### src/rtl/dsp_mac_slice.sv
// dsp_mac_slice
//   Parametrised DSP MAC slice. It has a pre-adder, a signed multiplier and a
//   post-adder/accumulator, with a valid tag, signed overflow detection and
//   optional saturation. Slices chain through PCIN/PCOUT to build wide filters.
//
//   Pipeline: AREG input stages -> optional MREG product stage -> P register.
//   OPMODE, CARRYIN, C and the valid tag travel with their operands. PCIN is
//   not delayed; it is used directly at the post-adder.
//
// Ports
//   clk, rst_n      clock (rising edge), asynchronous active-low reset
//   ce_i            global clock enable; 0 freezes every register
//   in_valid_i      operands valid this cycle
//   a_i, b_i, d_i   multiplier / pre-adder operands (signed)
//   c_i, pcin_i     post-adder operand, cascade input
//   opmode_i        [1:0] X, [3:2] Z, [4] pre-add use, [5] carry enable,
//                   [6] pre-sub, [7] post-sub
//   carryin_i       post-adder carry
//   bcout_o         selected multiplier B operand (cascade)
//   m_o             product at the multiplier stage output
//   p_o, pcout_o    result register
//   carryout_o      unsigned carry/borrow out of the post-add
//   overflow_o      signed overflow of the post-add
//   out_valid_o     P holds a result from a valid input
module dsp_mac_slice #(
   parameter int AW     = 18,
   parameter int BW     = 18,
   parameter int PW     = 48,
   parameter int AREG   = 1,
   parameter int MREG   = 1,
   parameter int SAT_EN = 0
) (
   input  logic              clk,
   input  logic              rst_n,
   input  logic              ce_i,
   input  logic              in_valid_i,
   input  logic [AW-1:0]     a_i,
   input  logic [BW-1:0]     b_i,
   input  logic [BW-1:0]     d_i,
   input  logic [PW-1:0]     c_i,
   input  logic [PW-1:0]     pcin_i,
   input  logic [7:0]        opmode_i,
   input  logic              carryin_i,
   output logic [BW-1:0]     bcout_o,
   output logic [AW+BW-1:0]  m_o,
   output logic [PW-1:0]     p_o,
   output logic [PW-1:0]     pcout_o,
   output logic              carryout_o,
   output logic              overflow_o,
   output logic              out_valid_o
);

   localparam int MW = AW + BW;

   typedef struct packed {
      logic          vld;
      logic [7:0]    op;
      logic          cin;
      logic [AW-1:0] a;
      logic [BW-1:0] b;
      logic [BW-1:0] d;
      logic [PW-1:0] c;
   } opnd_t;

   typedef struct packed {
      logic          vld;
      logic [7:0]    op;
      logic          cin;
      logic [MW-1:0] m;
      logic [PW-1:0] c;
   } prod_t;

   // ---------------- stage 0: input registers ----------------
   opnd_t opnd_d, opnd;

   assign opnd_d = {in_valid_i, opmode_i, carryin_i, a_i, b_i, d_i, c_i};

   generate
      if (AREG == 0) begin : g_areg0
         assign opnd = opnd_d;
      end else begin : g_areg
         opnd_t areg_q [AREG];
         always_ff @(posedge clk or negedge rst_n) begin
            if (!rst_n) begin
               for (int i = 0; i < AREG; i++) areg_q[i] <= '0;
            end else if (ce_i) begin
               areg_q[0] <= opnd_d;
               for (int i = 1; i < AREG; i++) areg_q[i] <= areg_q[i-1];
            end
         end
         assign opnd = areg_q[AREG-1];
      end
   endgenerate

   // ---------------- pre-adder and multiplier ----------------
   logic [BW-1:0]        pre_sum, bsel;
   logic signed [MW-1:0] a_ext, b_ext;
   logic [MW-1:0]        m_d;

   always_comb begin
      pre_sum = opnd.op[6] ? (opnd.d - opnd.b) : (opnd.d + opnd.b);
      bsel    = opnd.op[4] ? pre_sum : opnd.b;
      // Widen both operands first so the low MW product bits are exact.
      a_ext   = MW'($signed(opnd.a));
      b_ext   = MW'($signed(bsel));
      m_d     = a_ext * b_ext;
   end

   assign bcout_o = bsel;

   // ---------------- stage 1: product register ----------------
   prod_t prod_d, prod;

   assign prod_d = {opnd.vld, opnd.op, opnd.cin, m_d, opnd.c};

   generate
      if (MREG == 0) begin : g_mreg0
         assign prod = prod_d;
      end else begin : g_mreg
         prod_t mreg_q;
         always_ff @(posedge clk or negedge rst_n) begin
            if (!rst_n)    mreg_q <= '0;
            else if (ce_i) mreg_q <= prod_d;
         end
         assign prod = mreg_q;
      end
   endgenerate

   assign m_o = prod.m;

   // ---------------- post-adder ----------------
   logic [PW-1:0] p_q, p_d, x_v, z_v, m_ext;
   logic          cin_eff, ovf_d;
   logic [PW:0]   usum;           // zero-extended sum: bit PW is carry/borrow
   logic [PW+1:0] ssum, xs, zs, cs; // sign-extended sum: exposes overflow

   always_comb begin
      m_ext = {{(PW-MW+1){prod.m[MW-1]}}, prod.m[MW-2:0]};

      x_v = '0;
      case (prod.op[1:0])
         2'd0: x_v = '0;
         2'd1: x_v = m_ext;
         2'd2: x_v = p_q;
         2'd3: x_v = prod.c;
      endcase

      z_v = '0;
      case (prod.op[3:2])
         2'd0: z_v = '0;
         2'd1: z_v = pcin_i;
         2'd2: z_v = p_q;
         2'd3: z_v = prod.c;
      endcase

      cin_eff = prod.cin & prod.op[5];

      if (prod.op[7])
         usum = {1'b0, z_v} - {1'b0, x_v} - {{PW{1'b0}}, cin_eff};
      else
         usum = {1'b0, z_v} + {1'b0, x_v} + {{PW{1'b0}}, cin_eff};

      zs = {{2{z_v[PW-1]}}, z_v};
      xs = {{2{x_v[PW-1]}}, x_v};
      cs = {{(PW+1){1'b0}}, cin_eff};
      ssum = prod.op[7] ? (zs - xs - cs) : (zs + xs + cs);

      // Representable in PW bits only if the top three bits agree.
      ovf_d = (ssum[PW+1:PW-1] != 3'b000) && (ssum[PW+1:PW-1] != 3'b111);

      p_d = usum[PW-1:0];
      if (SAT_EN != 0 && ovf_d)
         p_d = ssum[PW+1] ? {1'b1, {(PW-1){1'b0}}} : {1'b0, {(PW-1){1'b1}}};
   end

   // ---------------- stage 2: result registers ----------------
   logic co_q, ov_q, vld_q;

   always_ff @(posedge clk or negedge rst_n) begin
      if (!rst_n) begin
         p_q   <= '0;
         co_q  <= 1'b0;
         ov_q  <= 1'b0;
         vld_q <= 1'b0;
      end else if (ce_i) begin
         vld_q <= prod.vld;
         // Bubbles flow through the datapath but never disturb P.
         if (prod.vld) begin
            p_q  <= p_d;
            co_q <= usum[PW];
            ov_q <= ovf_d;
         end
      end
   end

   assign p_o         = p_q;
   assign pcout_o     = p_q;
   assign carryout_o  = co_q;
   assign overflow_o  = ov_q;
   assign out_valid_o = vld_q;

endmodule

### config.mk
export PLATFORM = sky130hd
export DESIGN_NAME = dsp_mac_slice
export DESIGN_NICKNAME = d
export VERILOG_FILES = /design/src/rtl/dsp_mac_slice.sv
export SDC_FILE = /design/constraint.sdc
export NUM_CORES = 2
export LEC_CHECK = 0
export ABC_AREA = 1
export CORE_UTILIZATION = 55
export CTS_CLUSTER_SIZE = 40
export DETAILED_ROUTE_END_ITERATION = 16
export PLACE_DENSITY = 0.77
export SYNTH_ARGS = -nofsm -noshare
export SYNTH_HDL_FRONTEND = slang
export SYNTH_SLANG_ARGS = --single-unit
### constraint.sdc
create_clock -name clk -period 9.3 [get_ports clk]
set_input_delay 1.395 -clock clk [delete_from_list [all_inputs] [get_ports clk]]
set_output_delay 1.395 -clock clk [all_outputs]
set_load 0.005 [all_outputs]
; Word-level counts from Yosys, hierarchy flattened
; Cells that the tools add are included.
[word_totals]
regBits = 257
input_bits = 163
word_cells = 46
[classes]
n_addsub = 10
mul = 1
eq_ne = 7
mux = 6
bitwise = 1
n_reduce_logical = 5
[op_table]
columns = operator, n
row1 = $pmux W48 S4, 2
row2 = $add A48 B48 Y49, 2
row3 = $sub A48 B48 Y49, 2
row4 = $add A49 B2 Y50, 1
row5 = $mux W50, 1
row6 = $sub A49 B2 Y50, 1
row7 = $add A49 B1 Y49, 1
row8 = $mux W49, 1
row9 = $sub A49 B1 Y49, 1
row10 = $mul A18 B18 Y36, 1
row11 = $mux W18, 2
row12 = $add A18 B18 Y18, 1
row13 = $sub A18 B18 Y18, 1
row14 = $eq A2 B2 Y1 const B, 4
row15 = $eq A2 B1 Y1 const B, 2
row16 = $logic_not A2 Y1, 2
row17 = $ne A3 B3 Y1 const B, 1
row18 = $reduce_bool A3 Y1, 1
row19 = $reduce_and A2 Y1, 1
row20 = $and A1 B1 Y1, 1
row21 = $logic_and A1 B1 Y1, 1

; Depth between registers and ports, before layout
[depth]
ltp_word = 7
ltp_mapped = 45
mapped_depth_nobuf = 44

; Worst setup path before layout
; No wires, ideal clock.
[synth_path]
path_type = register to register
start = register g_areg.areg_q[66] (netlist name)
end = register g_mreg.mreg_q (netlist bit m_o[31])
arrival_time_ps = 7963
required_ps = 9182
slack_ps = 1219
path_stages_with_launch = 43
path_buffers = 1
synth_period_minus_slack_ps = 8081
path_cell_list = dfrtp_1 > inv_2 > ha_1 > nand3_1 > nor3_1 > nand3_1 > nor3_1 > nand3_1 > o31ai_2 > o21ai_1 > xor2_1 > ha_1 > inv_1 > nor3_2 > nand2_1 > or2_1 > o311ai_4 > nand3_1 > (+7 left out) > fa_1 > inv_1 > fa_1 > fa_1 > fa_1 > inv_1 > fa_1 > inv_1 > ha_1 > a21o_1 > a21oi_1 > o21ai_0 > a21oi_1 > o21ai_1 > a21o_1 > or2_0 > nand3_1 > nand2_1
[synth_between]
elab_chain_cells = 4
[synth_lines]
columns = item, line
row1 = from (decl), 82  ; opnd_t areg_q [AREG];
row2 = $add A18 B18 Y18 / $sub A18 B18 Y18 (equally long branches), 101  ; pre_sum = opnd.op[6] ? (opnd.d - opnd.b) : (opnd.d + opnd.b);
row3 = $mux W18, 101
row4 = $mux W18 (*), 102  ; bsel = opnd.op[4] ? pre_sum : opnd.b;
row5 = $mul A18 B18 Y36 (*), 106  ; m_d = a_ext * b_ext;
row6 = to (signal assigned), 123  ; else if (ce_i) mreg_q <= prod_d;
row7 = to (decl), 120  ; prod_t mreg_q;
; Mark *: on every way between the ends. The rest lies on a longest branch, timed or not.
; A chain may end at the register's enable or synchronous reset.

; Final worst setup path
[layout_path]
start = register g_areg.areg_q[66] (netlist name)
end = register g_mreg.mreg_q (netlist bit m_o[25])
; Same word-level chain as after synthesis.

==> metrics <==
status finished, final reports clean; clock sinks 255; post-route ant nets 0; startpoint types flop; Final setup violation count 0; cell with the most instances after synthesis nand2_1; final WL 130600 µm; Hold Vio Cnt, Final 0; # diodes 0; number of distinct library cells after synthesis 58; worst setup margin 505.5 ps; Final Wtd Congestion 1.041; required time worst endpoint 9810 ps; Layout Skew 21.68 ps; worst skew pair latency 630 ps; Primary FF master, synth dfrtp_1; maxcap violations 0; post-synth top area share 19.90%; mapped cell area 0.03359 mm²; fin crit period 8794 ps; initial drt markers 3223; critical path's largest stage delay 540 ps; Buffers on Ports 315; share of cells above drive strength 1 4.049%; Clock Pin Slew Worst Setup and Hold Paths 70 ps; vias per cell 5.672; final worst-path cycle share 94.56%; Die H 249.1 µm; largest fanout on the critical path 10; hold-fix buffers at CTS 0; Die ar. 0.06207 mm²; # IOs 316; FF-to-FF setup slack 510 ps; DR vias 32.45k; clk root buf clkbuf_16; post-route cell area 0.03812 mm²; DRC Markers 0; clock buffer count from CTS 30; synthesized area per cell 7.106 µm²; crit path capture type flop; Worst Max-Slew Pin Slew 1086 ps; Fin Setup TNS 0 ps; CP Data Arrival Time 9300 ps; Slew Limit Fails 0; CTS max path bufs 3; Tot GR Track Use 42.07%; Area after DPL 0.03702 mm²; initial antenna violation count 1; main area contributors after synthesis fa_1, dfrtp_1, nand2_1, inv_1, ha_1; synth cell count leaders nand2_1, inv_1, nor2_1; GRT overflow 0; register area share after synthesis 19.00%; crit path kind reg -> reg; starting density of the core 55.66%; crit-path most repeated cell nand2_1; FP Rows 90; fin nets 5665; Max stage delay cell, worst path fa_1; pre-CTS setup slack 304.8 ps; Synth area leader fa_1; Synth warnings 0; WHS 471.1 ps; vias in the first global route 32.58k; cells after synthesis 4727; DRT Pass-1 Iters 6; Mapped Nets 5477; Area Growth Syn to Fin 13.48%; WL per Instance 22.83 µm; Clock H-tree levels 1; Max Fclk 113.7 MHz; largest net degree at the start of global routing 114; final HPWL from detailed placement 105700 µm; FFs w/ async S/R, synth 100.0%; slew margin rel. 26.85%; CTS tree done; first-pass GRT wire length 195200 µm; Die W 249.1 µm; Tightest Hold Check Type reg -> reg; total core area 0.06036 mm²; synthesis-stage register bit count 255; EDFF count, synth 0
[placed cells by master (no fill, tap or decap), types with 5 or more instances in the layout]
cell type	netlist	routed
a21boi_0	8	7
ha_1	253	252
nand4_1	29	29
clkbuf_8	0	8
nand3_1	147	146
buf_4	87	58
clkdlybuf4s50_1	0	313
inv_1	881	879
o22ai_1	18	18
inv_6	0	5
xnor2_1	25	25
fa_1	334	334
inv_2	14	13
clkinv_1	9	9
clkinv_2	0	5
a31oi_1	21	21
nand2_2	11	11
a21oi_2	3	6
o21bai_1	28	28
or2_1	6	6
nor2_1	395	393
or2_2	9	9
nor3_1	39	36
o21ai_0	281	279
a21oi_1	251	248
o21ai_1	23	25
o21ai_2	8	8
clkbuf_16	0	31
xor2_1	42	42
nand2_1	1267	1267
a21o_1	39	39
o21a_1	16	16
nor2_4	10	11
o221ai_1	46	46
dfrtp_1	255	254
[state kept, by name, indices dropped and copies added, names as in the netlist]
signal,cells
overflow_o,1
a_ext,18
carryout_o,1
g_areg.areg_q,94
g_mreg.mreg_q,56
out_valid_o,1
m_o,36
p_o,48
[worst max-delay path: cells and delay by family, from the launching register on]
| kind | cells | cell delay, ps |
|---|---|---|
| AND/OR/NAND/NOR | 18 | 2270 |
| XOR/XNOR | 1 | 150 |
| buffers and inverters | 7 | 500 |
| flip-flops | 1 | 400 |
| adder cells (fa/ha/maj) | 9 | 3920 |
| AO/OA/AOI/OAI | 7 | 1390 |
[cell type report]
cell class / count / area, µm²
multi-input cells: 3350 / 22710
inverters: 904 / 3402
clock inverters: 15 / 136.4
flip-flops and latches: 255 / 6382
fillers: 5668 / 22240
clock buffers: 41 / 893.4
repair buffers: 374 / 3618
well taps: 782 / 978.4
[stage by stage]
step | utilization, % | instances
6_report | 63.16 | 5721
5_1_grt | 63.16 | 5721
4_1_cts | 63.03 | 5720
3_5_place_dp | 61.33 | 5664
3_3_place_gp | 61.33 | 5664
2_1_floorplan | - | 4727
[cell families (layout without fill, tap and decap cells)]
kind of cell	count (synthesis)	after routing	synth area share (%)
AO/OA/AOI/OAI	762	762	13.10
XOR/XNOR	67	67	1.747
adder cells (fa/ha/maj)	587	587	29.33
buffers and inverters	1122	1334	13.61
flip-flops	255	255	19.00
AND/OR/NAND/NOR	1934	1934	23.22
[what timing repair did]
action | 4_1_cts | 5_1_grt
setup buffers | 0 | 1
endpoints found under the setup margin | 0 | 18
gates resized for setup | 0 | 16
[metal layers]
metal | vias to the layer above | GRT usage [%] | part of all wire [%] | wire length (µm)
li1 | 14930 | - | - | -
met1 | 15440 | 50.22 | 37 | 47840
met2 | 1651 | 70.04 | 47 | 60960
met3 | 423 | 7.116 | 8.6 | 11180
met4 | 0 | 28.06 | 8.2 | 10660
met5 | - | 0 | 0 | 0
[worst paths after layout]
kind,startpoint,cells past startpoint,endpoint
setup / recovery,g_areg.areg_q[66]$_DFFE_PN0P_,42,m_o[25]$_DFFE_PN0P_
hold / removal,g_areg.areg_q[36]$_DFFE_PN0P_,2,g_areg.areg_q[36]$_DFFE_PN0P_
max in group asynchronous,rst_n,2,g_areg.areg_q[1]$_DFFE_PN0P_
setup reg to reg,g_areg.areg_q[66]$_DFFE_PN0P_,42,m_o[25]$_DFFE_PN0P_
hold reg to reg,g_areg.areg_q[36]$_DFFE_PN0P_,2,g_areg.areg_q[36]$_DFFE_PN0P_
min in group asynchronous,rst_n,1,a_ext[14]$_DFFE_PN0P_
Power is not shown: default switching activity piles up to over one toggle a cycle in this logic, so the estimate is an artifact.
